`src/rtl/display_scan_ctrl_pkg.sv`:
```
// Shared constants and helpers for the four-digit multiplexed display scanner.
package display_scan_ctrl_pkg;

    localparam logic [1:0] ST_IDLE  = 2'd0;
    localparam logic [1:0] ST_BLANK = 2'd1;
    localparam logic [1:0] ST_SHOW  = 2'd2;

    localparam logic [3:0] ANODES_OFF = 4'b1111;

    typedef struct packed {
        logic        lz_en;
        logic [3:0]  dots;
        logic [15:0] digits;
    } disp_data_t;

    function automatic logic [3:0] digit_sel(input logic [15:0] digits, input logic [1:0] idx);
        return digits[idx*4 +: 4];
    endfunction

    function automatic logic [3:0] anode_on(input logic [1:0] idx);
        return ~(4'b0001 << idx);
    endfunction

endpackage

```
`src/rtl/display_scan_ctrl_lz_mask.sv`:
```
// Leading-zero suppression mask: bit i set when digit i and every higher digit are zero.
module lz_mask
    import display_scan_ctrl_pkg::*;
(
    input  logic [15:0] i_digits,
    input  logic        i_lz_en,
    output logic [3:0]  o_suppress
);

    logic w_z3;
    logic w_z2;
    logic w_z1;

    assign w_z3 = (digit_sel(i_digits, 2'd3) == 4'd0);
    assign w_z2 = (digit_sel(i_digits, 2'd2) == 4'd0);
    assign w_z1 = (digit_sel(i_digits, 2'd1) == 4'd0);

    // Digit 0 always shows so a zero value still displays "0".
    assign o_suppress = {i_lz_en & w_z3,
                         i_lz_en & w_z3 & w_z2,
                         i_lz_en & w_z3 & w_z2 & w_z1,
                         1'b0};

endmodule

```
`src/rtl/display_scan_ctrl.sv`:
```
// Four-digit 7-segment scan controller with blanking gaps, shadow/active
// double buffering applied only at frame boundaries, and leading-zero blanking.
module display_scan_ctrl
    import display_scan_ctrl_pkg::*;
#(
    parameter int SHOW_CYC  = 50000,
    parameter int BLANK_CYC = 500
) (
    input  logic        clk,
    input  logic        rst_n,
    input  logic        en,
    input  logic        load,
    input  logic [15:0] digits,
    input  logic [3:0]  dots,
    input  logic        lz_en,
    output logic [3:0]  digit_out,
    output logic        dot_out,
    output logic [3:0]  an,
    output logic        frame_start,
    output logic        pending
);

    localparam int MAX_CYC = (SHOW_CYC > BLANK_CYC) ? SHOW_CYC : BLANK_CYC;
    localparam int CW      = $clog2(MAX_CYC + 1);
    localparam logic [CW-1:0] SHOW_LAST  = CW'(SHOW_CYC - 1);
    localparam logic [CW-1:0] BLANK_LAST = CW'(BLANK_CYC - 1);

    logic [1:0]    r_state;
    logic [1:0]    r_idx;
    logic [CW-1:0] r_cnt;
    logic          r_arm;
    disp_data_t    r_active;
    disp_data_t    r_shadow;
    logic          r_pending;
    logic [3:0]    r_an;
    logic [3:0]    r_digit;
    logic          r_dot;
    logic          r_fs;

    logic [1:0]    w_state_nxt;
    logic [1:0]    w_idx_nxt;
    logic [CW-1:0] w_cnt_nxt;
    logic          w_fs_nxt;
    logic          w_update;
    disp_data_t    w_active_nxt;
    disp_data_t    w_shadow_nxt;
    logic          w_pending_nxt;
    logic [3:0]    w_suppress;
    logic [3:0]    w_digit_nxt;
    logic          w_dot_nxt;
    logic [3:0]    w_an_nxt;

    // NOTE: every always_comb output gets a default first so no path leaves it
    // unassigned, which would otherwise infer a latch.
    always_comb begin
        w_state_nxt = r_state;
        w_idx_nxt   = r_idx;
        w_cnt_nxt   = r_cnt;
        w_fs_nxt    = 1'b0;
        if (!en) begin
            w_state_nxt = ST_IDLE;
            w_idx_nxt   = 2'd0;
            w_cnt_nxt   = '0;
        end else begin
            case (r_state)
                ST_IDLE: begin
                    // r_arm holds off the first move until the second edge after reset.
                    if (r_arm) begin
                        w_state_nxt = ST_BLANK;
                        w_idx_nxt   = 2'd0;
                        w_cnt_nxt   = '0;
                        w_fs_nxt    = 1'b1;
                    end
                end
                ST_BLANK: begin
                    if (r_cnt == BLANK_LAST) begin
                        w_state_nxt = ST_SHOW;
                        w_cnt_nxt   = '0;
                    end else begin
                        w_cnt_nxt = r_cnt + 1'b1;
                    end
                end
                ST_SHOW: begin
                    if (r_cnt == SHOW_LAST) begin
                        w_state_nxt = ST_BLANK;
                        w_cnt_nxt   = '0;
                        w_idx_nxt   = r_idx + 2'd1;
                        w_fs_nxt    = (r_idx == 2'd3);
                    end else begin
                        w_cnt_nxt = r_cnt + 1'b1;
                    end
                end
                default: begin
                    w_state_nxt = ST_IDLE;
                    w_idx_nxt   = 2'd0;
                    w_cnt_nxt   = '0;
                end
            endcase
        end
    end

    // The swap happens on the edge entering the frame_start cycle, so the whole
    // frame, including its first blanking slot, uses one consistent data set.
    assign w_update      = w_fs_nxt & r_pending;
    assign w_active_nxt  = w_update ? r_shadow : r_active;
    assign w_shadow_nxt  = load ? disp_data_t'{lz_en, dots, digits} : r_shadow;
    assign w_pending_nxt = load | (r_pending & ~w_update);

    lz_mask u_lz_mask (
        .i_digits   (w_active_nxt.digits),
        .i_lz_en    (w_active_nxt.lz_en),
        .o_suppress (w_suppress)
    );

    assign w_digit_nxt = digit_sel(w_active_nxt.digits, w_idx_nxt);
    assign w_dot_nxt   = w_active_nxt.dots[w_idx_nxt];

    always_comb begin
        w_an_nxt = ANODES_OFF;
        if (w_state_nxt == ST_SHOW && !(w_suppress[w_idx_nxt] && !w_dot_nxt))
            w_an_nxt = anode_on(w_idx_nxt);
    end

    // NOTE: sequential state uses non-blocking assignments only; the small
    // active/shadow registers are reset too because they feed visible outputs.
    always_ff @(posedge clk or negedge rst_n) begin
        if (!rst_n) begin
            r_state   <= ST_IDLE;
            r_idx     <= 2'd0;
            r_cnt     <= '0;
            r_arm     <= 1'b0;
            r_active  <= '0;
            r_shadow  <= '0;
            r_pending <= 1'b0;
            r_an      <= ANODES_OFF;
            r_digit   <= 4'd0;
            r_dot     <= 1'b0;
            r_fs      <= 1'b0;
        end else begin
            r_state   <= w_state_nxt;
            r_idx     <= w_idx_nxt;
            r_cnt     <= w_cnt_nxt;
            r_arm     <= 1'b1;
            r_active  <= w_active_nxt;
            r_shadow  <= w_shadow_nxt;
            r_pending <= w_pending_nxt;
            r_an      <= w_an_nxt;
            r_digit   <= w_digit_nxt;
            r_dot     <= w_dot_nxt;
            r_fs      <= w_fs_nxt;
        end
    end

    assign an          = r_an;
    assign digit_out   = r_digit;
    assign dot_out     = r_dot;
    assign frame_start = r_fs;
    assign pending     = r_pending;

endmodule

```
`config.mk`:
```
export PLATFORM = sky130hd
export DESIGN_NAME = display_scan_ctrl
export DESIGN_NICKNAME = d
export VERILOG_FILES = /design/src/rtl/display_scan_ctrl_pkg.sv /design/src/rtl/display_scan_ctrl_lz_mask.sv /design/src/rtl/display_scan_ctrl.sv
export SDC_FILE = /design/constraint.sdc
export NUM_CORES = 1
export LEC_CHECK = 0
export CORE_ASPECT_RATIO = 1.5
export CORE_MARGIN = 10
export CORE_UTILIZATION = 45
export DETAILED_ROUTE_END_ITERATION = 10
export DONT_BUFFER_PORTS = 1
export GPL_TIMING_DRIVEN = 0
export PLACE_DENSITY = 0.57
export SYNTH_ARGS = -nofsm -noshare
export SYNTH_HDL_FRONTEND = slang
export SYNTH_SLANG_ARGS = --single-unit
```
`constraint.sdc`:
```
create_clock -name clk -period 3.3 [get_ports clk]
set_clock_uncertainty 0.05 [all_clocks]
set_input_delay 0.66 -clock clk [delete_from_list [all_inputs] [get_ports clk]]
set_output_delay 0.66 -clock clk [all_outputs]
set_load 0.05 [all_outputs]
```
# Yosys cells after proc, flatten, opt, wreduce, memory -nomap -nowiden
# Cells that the tools add are included.
[word_totals]
ff_bits = 74
in_bits = 25
output_inout_bits = 11
[op_classes]
n_addsub = 2
n_lt_le_gt_ge = 1
n_eq_ne = 7
shift = 2
n_mux = 24
bitwise = 8
reduce_logical = 8
[op_table]
columns = ["op", "n"]
rows = [
  ["16-bit 2-to-1 mux", 4],
  ["16-bit one-hot mux with 3 select lines", 1],
  ["21-bit 2-to-1 mux", 1],
  ["16-bit by 1-bit adder with 16-bit output (second input constant)", 1],
  ["16-bit == test (second input constant)", 1],
  ["16-bit by 9-bit == test with 1-bit output (second input constant)", 1],
  ["16-bit by 5-bit indexed part select with 4-bit output", 1],
  ["2-bit 2-to-1 mux", 7],
  ["4-bit zero test", 3],
  ["2-bit one-hot mux with 3 select lines", 2],
  ["2-bit == test (second input constant)", 3],
  ["1-bit AND", 5],
  ["1-bit 2-to-1 mux", 5],
  ["1-bit binary-select mux with 2-bit select", 2],
  ["4-bit 2-to-1 mux", 1],
  ["4-bit NOT", 1],
  ["1-bit by 2-bit left shift with 4-bit output (first input constant)", 1],
  ["2-bit by 3-bit < comparator with 1-bit output (second input constant)", 1],
  ["3-bit inequality test (second input constant)", 1],
  ["2-bit by 1-bit adder with 2-bit output (second input constant)", 1],
  ["2-bit by 1-bit == test with 1-bit output (second input constant)", 1],
  ["1-bit logical AND", 2],
  ["1-bit zero test", 2],
  ["2-bit zero test", 1],
  ["other kinds (3)", 3],
]

# Longest topological paths before layout
[depth]
ltp_word = 16
mapped_depth = 9
ltp_nobuf = 9

# Cells and area by module
# A second synthesis with hierarchy kept.
[hier_totals]
cells_unflattened = 319
hier_area_um2 = 3728.6
[by_module_without_submodules]
columns = ["module", "n_inst", "cells_each", "area_per_inst_um2", "seq_area_each_um2"]
rows = [
  ["display_scan_ctrl", 1, 311, 3671.0, 1856.8],
  ["lz_mask", 1, 8, 57.6, 0.0],
]

# Worst setup path after synthesis
# Ideal clock, no wire load.
[synth_timing]
path_kind = "register -> register"
startpoint = "register r_cnt[10]"
endpoint = "register r_an[3], in the netlist an[3]"
arrival_time_ns = 2.395
slack_ns = 0.767
path_stages_with_launch = 8
synth_period_minus_slack_ns = 2.533
path_cell_list = "dfrtp_1 or4_4 o41a_1 a311oi_4 nand3_2 o22ai_2 nor3_1 or3_1"
[synth_lines]
columns = ["element", "line", "rtl"]
rows = [
  ["start: declaration", "display_scan_ctrl.sv:30", "logic [CW-1:0] r_cnt;"],
  ["start signal: assignment", "display_scan_ctrl.sv:142", "r_cnt <= w_cnt_nxt;"],
  ["16-bit == test (*)", "display_scan_ctrl.sv:84", "if (r_cnt == SHOW_LAST) begin"],
  ["2-bit 2-to-1 mux (*)", "display_scan_ctrl.sv:84", ""],
  ["2-bit one-hot mux with 3 select lines (*)", "display_scan_ctrl.sv:65", "case (r_state)"],
  ["2-bit 2-to-1 mux (*)", "display_scan_ctrl.sv:60", "if (!en) begin"],
  ["via w_idx_nxt[0]", "display_scan_ctrl.sv:41", "logic [1:0] w_idx_nxt;"],
  ["1-bit binary-select mux with 2-bit select", "display_scan_ctrl.sv:116", "assign w_dot_nxt = w_active_nxt.dots[w_idx_nxt];"],
  ["1-bit 2-to-1 mux (not written as such)", "display_scan_ctrl.sv:116", ""],
  ["1-bit zero test", "display_scan_ctrl.sv:120", "if (w_state_nxt == ST_SHOW && !(w_suppress[w_idx_nxt] && !w_dot_nxt))"],
  ["1-bit logical AND", "display_scan_ctrl.sv:120", ""],
  ["1-bit zero test", "display_scan_ctrl.sv:120", ""],
  ["1-bit logical AND", "display_scan_ctrl.sv:120", ""],
  ["4-bit 2-to-1 mux (*)", "display_scan_ctrl.sv:120", ""],
  ["via w_an_nxt[3]", "display_scan_ctrl.sv:51", "logic [3:0] w_an_nxt;"],
  ["end signal: assignment", "display_scan_ctrl.sv:147", "r_an <= w_an_nxt;"],
  ["end: declaration", "display_scan_ctrl.sv:35", "logic [3:0] r_an;"],
]
# The timed path passes the listed nets; every way through them passes the cells marked *. The select of a mux whose other input is x is not followed.
# A chain may end at the register's enable or synchronous reset.

# Worst setup path in the final report
[layout_timing]
startpoint = "register r_cnt[10]"
endpoint = "register r_an[2], in the netlist an[2]"
[layout_between]
elab_chain_len = 16
[layout_rtl]
columns = ["element", "line", "rtl"]
rows = [
  ["16-bit == test", "display_scan_ctrl.sv:84", ""],
  ["1-bit 2-to-1 mux", "display_scan_ctrl.sv:84", ""],
  ["1-bit one-hot mux with 2 select lines", "display_scan_ctrl.sv:65", ""],
  ["1-bit 2-to-1 mux", "display_scan_ctrl.sv:60", ""],
  ["1-bit AND", "display_scan_ctrl.sv:104", "assign w_update = w_fs_nxt & r_pending;"],
  ["21-bit 2-to-1 mux", "display_scan_ctrl.sv:105", "assign w_active_nxt = w_update ? r_shadow : r_active;"],
  ["4-bit zero test", "display_scan_ctrl_lz_mask.sv:14", "assign w_z3 = (digit_sel(i_digits, 2'd3) == 4'd0);"],
  ["1-bit AND", "display_scan_ctrl_lz_mask.sv:19, display_scan_ctrl_lz_mask.sv:20, display_scan_ctrl_lz_mask.sv:21", ""],
  ["1-bit AND", "display_scan_ctrl_lz_mask.sv:20, display_scan_ctrl_lz_mask.sv:21", ""],
  ["1-bit AND", "display_scan_ctrl_lz_mask.sv:21", "i_lz_en & w_z3 & w_z2 & w_z1,"],
  ["1-bit binary-select mux with 2-bit select", "display_scan_ctrl.sv:120", ""],
  ["1-bit 2-to-1 mux (not written as such)", "display_scan_ctrl.sv:120", ""],
  ["1-bit logical AND", "display_scan_ctrl.sv:120", ""],
  ["1-bit zero test", "display_scan_ctrl.sv:120", ""],
  ["1-bit logical AND", "display_scan_ctrl.sv:120", ""],
  ["4-bit 2-to-1 mux (*)", "display_scan_ctrl.sv:120", ""],
  ["via w_an_nxt[2]", "display_scan_ctrl.sv:51", ""],
]
# Marks and branches as above.

==> results.md <==
- Global routing finished with a remaining overflow of 0.
- Across the run, the number of max-cap violations was 0.
- For this run, the total global-route usage over all layers was measured as 0.1364.
- The die outline area is 12020 µm².
- The arrival time at the worst endpoint is 3.17 ns.
- The flow ran to the end, and the final reports show no timing, DRC or antenna violations.
- After clock tree synthesis, the repair step resized 0 gates.
- The post-route clock period utilization is 0.8913.
- Dividing the detail-routed wire length by the instance count gives 18.60 µm.
- The number of remaining DRC errors is 0.
- The clock passes through at most 2 buffers.
- The critical path is of the flip-flop to flip-flop type.
- The part of the Yosys area used for sequential elements is 0.5174.
- For this run, the number of Yosys warnings is 0.
- The number of hold-slack violations in the final timing report was 0.
- After detailed routing, the wire length on met1 is 3064 µm.
- The setup TNS is 0 ns.
- In this run the static leakage power is 1.666 nW.
- The power per cell area is 585.5 nW/µm².
- The detail route stage leaves a number of antenna-violating nets equal to 0.
- The net count after synthesis is 335.
- The number of cells in the design after placement is 406.
- The final cell area excluding filler cells is between 4000 and 5000 µm².
- The via count of the first global-routing pass came to 2499.
- The post-synth design cell area is 3588 µm².
- After detailed routing, the met2 layer carries 4351 µm of wire.
- In this run the worst path has a maximum fanout of 7.
- The number of top-level design ports is 36.
- Setup repair after global routing left no endpoint under its margin.
- The buffer type at the clock tree root is sky130_fd_sc_hd__clkbuf_16.
- The length of routed met3 wiring is 287 µm.
- The flip-flop and latch count after synthesis is 74.
- A synthesized cell averages 11.80 µm².
- Entering global routing, the biggest net connects 71 pins.
- The slew at the pin closest to its max-slew limit is between 0.7 and 0.8 ns.
- The first detailed-routing pass took 4 iterations.
- The floorplan step set the die height to 129.4 µm.
- The final-report max-slew violation count is 0.
- Counting flops with an async set or reset pin after synthesis yields a share of 1.000.
- The most common flop cell mapped by yosys is sky130_fd_sc_hd__dfrtp_1.
- The wire length reported by the detailed router is 7866 µm.
- After the flow finishes, the layout carries non-filler instances totaling 423.
- The signed area change from the synthesized netlist to the final layout is 12.45%.
- In this run the worst setup path terminates at an[2].
- CTS saw 74 sinks.
- The terminus of the critical flop-to-flop path is an[2].
- In this run the worst setup path begins at r_cnt[10].
- The highest ir drop seen on vdd is 298.5 µV.
- The path type of the worst min-delay path is input port to async pin.
- For the worst flop-to-flop path, the logic depth is 7.
- The initialized floorplan defines 39 standard-cell rows.
- The total via count after detailed routing is 2372.
- The weighted congestion reported at the end of routability-driven placement is 0.8182.
- After legalization and detailed placement, the total HPWL measured roughly 5800 µm.
- Synthesis produced 304 cells.
- The headroom to the max-slew limit is 0.4978.
- From left edge to right edge, the die measures between 90 and 100 µm.
- The clock edge transition at the registers on the reported setup and hold paths is 0.06 ns.
- The total design power is 0.002363 W.
- Buffers inserted during clock tree synthesis total 9.
- STA classifies the critical path startpoint as a flip-flop.
- 0 antenna diodes ended up in the layout.
- The filler cells instantiated in the layout total 720.
- Port buffering added 0 buffers.
- The maximum frequency from static timing analysis is roughly 340 MHz.
- In this run the number of H-tree levels came out at 3.
- Counting flops with a built-in enable in the synthesized netlist gives 0.
- The reg-to-reg critical path startpoint is r_cnt[10].
- The effective utilization at floorplan is 0.4654.
- The initial antenna violation count was 0.
- The worst register-to-register path has a setup slack of roughly 0.36 ns.
- The DRC marker count from the first detailed-route iteration is between 90 and 100.
- After detailed routing, the number of vias per cell comes to 5.608.
- The clock period could shrink to 2.941 ns.
- Clock latency on the worst-skew pair, taken at its later pin, is 0.33 ns.
- The count of different cell masters after synthesis is 61.
- The first-pass GRT wire length is 12730 µm.
- The required time at the worst-slack endpoint is approximately 3.5 ns.
- The post-placement cell area is 3716 µm².
- After detailed routing, no signal wire sits above met4.
- The endpoint type of the worst setup path is a flip-flop.
- The share of post-route cells with drive strength above 1 is 0.2523.
- The final number of setup-violating endpoints is 0.
- The core box area is approximately 7700 µm².
- TritonCTS built the clock tree.
- The number of nets in the finished design is 347.
logic make-up (layout without fill, tap and decap cells):
family	count (synthesis)	after routing	synth area share
other	1	1	0.001045
adders and majority gates	6	6	0.02092
buffers and inverters	19	36	0.02266
and+or+nand+nor	97	97	0.1597
muxes	44	44	0.1398
xor gates and xnor gates	4	4	0.009762
AOI/OAI and AO/OA	59	59	0.1287
DFF	74	74	0.5174
per-stage QoR:
| stage | hold WS, ns | setup WS (ns) | util |
|---|---|---|---|
| 6_report | 0.1190 | 0.3587 | 0.5234 |
| 5_1_grt | 0.1037 | 0.1478 | 0.5234 |
| 4_1_cts | 0.1028 | 0.3132 | 0.5234 |
| 3_5_place_dp | 0.3167 | 0.3223 | 0.4820 |
| 3_3_place_gp | 0.3170 | 0.3522 | 0.4820 |
| 2_1_floorplan | 0.3144 | 0.7672 | - |
cell usage in the layout (no fill, tap or decap), types with 3 or more instances in the layout:
master,synthesis,layout
sky130_fd_sc_hd__dfstp_2,4,4
sky130_fd_sc_hd__a21o_1,4,4
sky130_fd_sc_hd__clkbuf_8,0,3
sky130_fd_sc_hd__mux2_1,3,3
sky130_fd_sc_hd__xor2_1,4,4
sky130_fd_sc_hd__nand4_1,7,7
sky130_fd_sc_hd__nand2_1,15,15
sky130_fd_sc_hd__nand3_1,5,5
sky130_fd_sc_hd__o31ai_1,3,3
sky130_fd_sc_hd__mux2_2,36,36
sky130_fd_sc_hd__nor2b_1,5,5
sky130_fd_sc_hd__nand2b_1,11,11
sky130_fd_sc_hd__mux2i_1,4,4
sky130_fd_sc_hd__ha_1,6,6
sky130_fd_sc_hd__clkbuf_1,3,3
sky130_fd_sc_hd__inv_1,11,11
sky130_fd_sc_hd__and3_1,3,3
sky130_fd_sc_hd__dfrtp_1,70,70
sky130_fd_sc_hd__clkbuf_16,0,9
sky130_fd_sc_hd__o21ai_0,23,23
sky130_fd_sc_hd__nor2_1,22,22
sky130_fd_sc_hd__o221a_2,3,3
sky130_fd_sc_hd__a21oi_1,3,3
sky130_fd_sc_hd__nand3b_1,4,4
sky130_fd_sc_hd__nor4_1,6,6
cell type report:
cell class              instances  area (µm²)  area share
well taps                     102       127.6     0.03163
repair buffers                  1       27.53    0.006822
multi-input cells             211        1650      0.4090
flip-flops and latches         74        1857      0.4602
clock inverters                 4       25.02    0.006202
clock buffers                  12       266.5     0.06605
plain buffers                   8       40.04    0.009922
inverters                      11       41.29     0.01023
layer usage:
layer	up-vias	global-route usage
met4	0	0.06102
li1	1135	-
met1	1186	0.1373
met2	39	0.2520
met5	-	0
met3	12	0.04046
where the power goes:
group | leakage, nW | total (W) | internal, W | switching (W)
logic | 0.617 | 0.000267 | 0.000138 | 0.000129
clock network | 0.141 | 0.000930 | 0.000567 | 0.000363
registers | 0.908 | 0.00117 | 0.00103 | 0.000134
synthesized netlist by cell type, types with 2 or more instances:
| master | count | area (µm²) |
|---|---|---|
| sky130_fd_sc_hd__and3_1 | 3 | 18.77 |
| sky130_fd_sc_hd__nand2b_1 | 11 | 68.82 |
| sky130_fd_sc_hd__nor3_1 | 2 | 10.01 |
| sky130_fd_sc_hd__nand3b_1 | 4 | 30.03 |
| sky130_fd_sc_hd__a211oi_1 | 2 | 15.01 |
| sky130_fd_sc_hd__a21oi_1 | 3 | 15.01 |
| sky130_fd_sc_hd__mux2i_1 | 4 | 40.04 |
| sky130_fd_sc_hd__buf_2 | 2 | 10.01 |
| sky130_fd_sc_hd__nand4_1 | 7 | 43.79 |
| sky130_fd_sc_hd__dfrtp_1 | 70 | 1752 |
| sky130_fd_sc_hd__ha_1 | 6 | 75.07 |
| sky130_fd_sc_hd__a41o_2 | 2 | 22.52 |
| sky130_fd_sc_hd__o21ai_0 | 23 | 115.1 |
| sky130_fd_sc_hd__or4_1 | 2 | 15.01 |
| sky130_fd_sc_hd__inv_1 | 11 | 41.29 |
| sky130_fd_sc_hd__nor2b_1 | 5 | 31.28 |
| sky130_fd_sc_hd__a21o_1 | 4 | 30.03 |
| sky130_fd_sc_hd__o221a_2 | 3 | 33.78 |
| sky130_fd_sc_hd__nor2_1 | 22 | 82.58 |
| sky130_fd_sc_hd__a31oi_1 | 2 | 12.51 |
| sky130_fd_sc_hd__buf_1 | 2 | 7.510 |
| sky130_fd_sc_hd__o31ai_1 | 3 | 22.52 |
| sky130_fd_sc_hd__xor2_1 | 4 | 35.03 |
| sky130_fd_sc_hd__and4_1 | 2 | 17.52 |
| sky130_fd_sc_hd__mux2_1 | 3 | 33.78 |
| sky130_fd_sc_hd__clkbuf_1 | 3 | 11.26 |
| sky130_fd_sc_hd__a22o_1 | 2 | 17.52 |
| sky130_fd_sc_hd__nor4_4 | 2 | 42.54 |
| sky130_fd_sc_hd__dfstp_2 | 4 | 105.1 |
| sky130_fd_sc_hd__nor4_1 | 6 | 37.54 |
| sky130_fd_sc_hd__or3_1 | 2 | 12.51 |
| sky130_fd_sc_hd__nand3_1 | 5 | 25.02 |
| sky130_fd_sc_hd__mux2_2 | 36 | 405.4 |
| sky130_fd_sc_hd__nand2_1 | 15 | 56.30 |
critical path: stages, from the launching register on:
cell and delay [ns]:
sky130_fd_sc_hd__dfrtp_1 0.42, sky130_fd_sc_hd__or4_4 0.62, sky130_fd_sc_hd__nor4_4 0.52, sky130_fd_sc_hd__nand3b_1 0.25
sky130_fd_sc_hd__o22ai_1 0.43, sky130_fd_sc_hd__o211ai_2 0.17, sky130_fd_sc_hd__a2111o_1 0.33, sky130_fd_sc_hd__nand2_1 0.08
flip-flops by register name (all words and copies together) (netlist names):
name	count
r_active	21
r_shadow	21
r_cnt	16
an	4
digit_out	4
r_idx	2
r_state	2
dot_out	1
frame_start	1
pending	1
r_arm	1
worst min path at each step:
stage	end	slack, ns	depth (start not counted)
after floorplan	digit_out[0]	0.31	0
after global placement	r_shadow[10]	0.32	0
after detailed placement	r_shadow[10]	0.32	0
after CTS	an[0]	0.10	0
after global routing	an[3]	0.10	0
final	an[0]	0.12	0
repair_timing:
action / CTS / global route
buffers inserted: 0 / 0
endpoints found under the hold margin: 70 / 0
hold buffers: 1 / 0
Power figures use the tool's default switching activity.
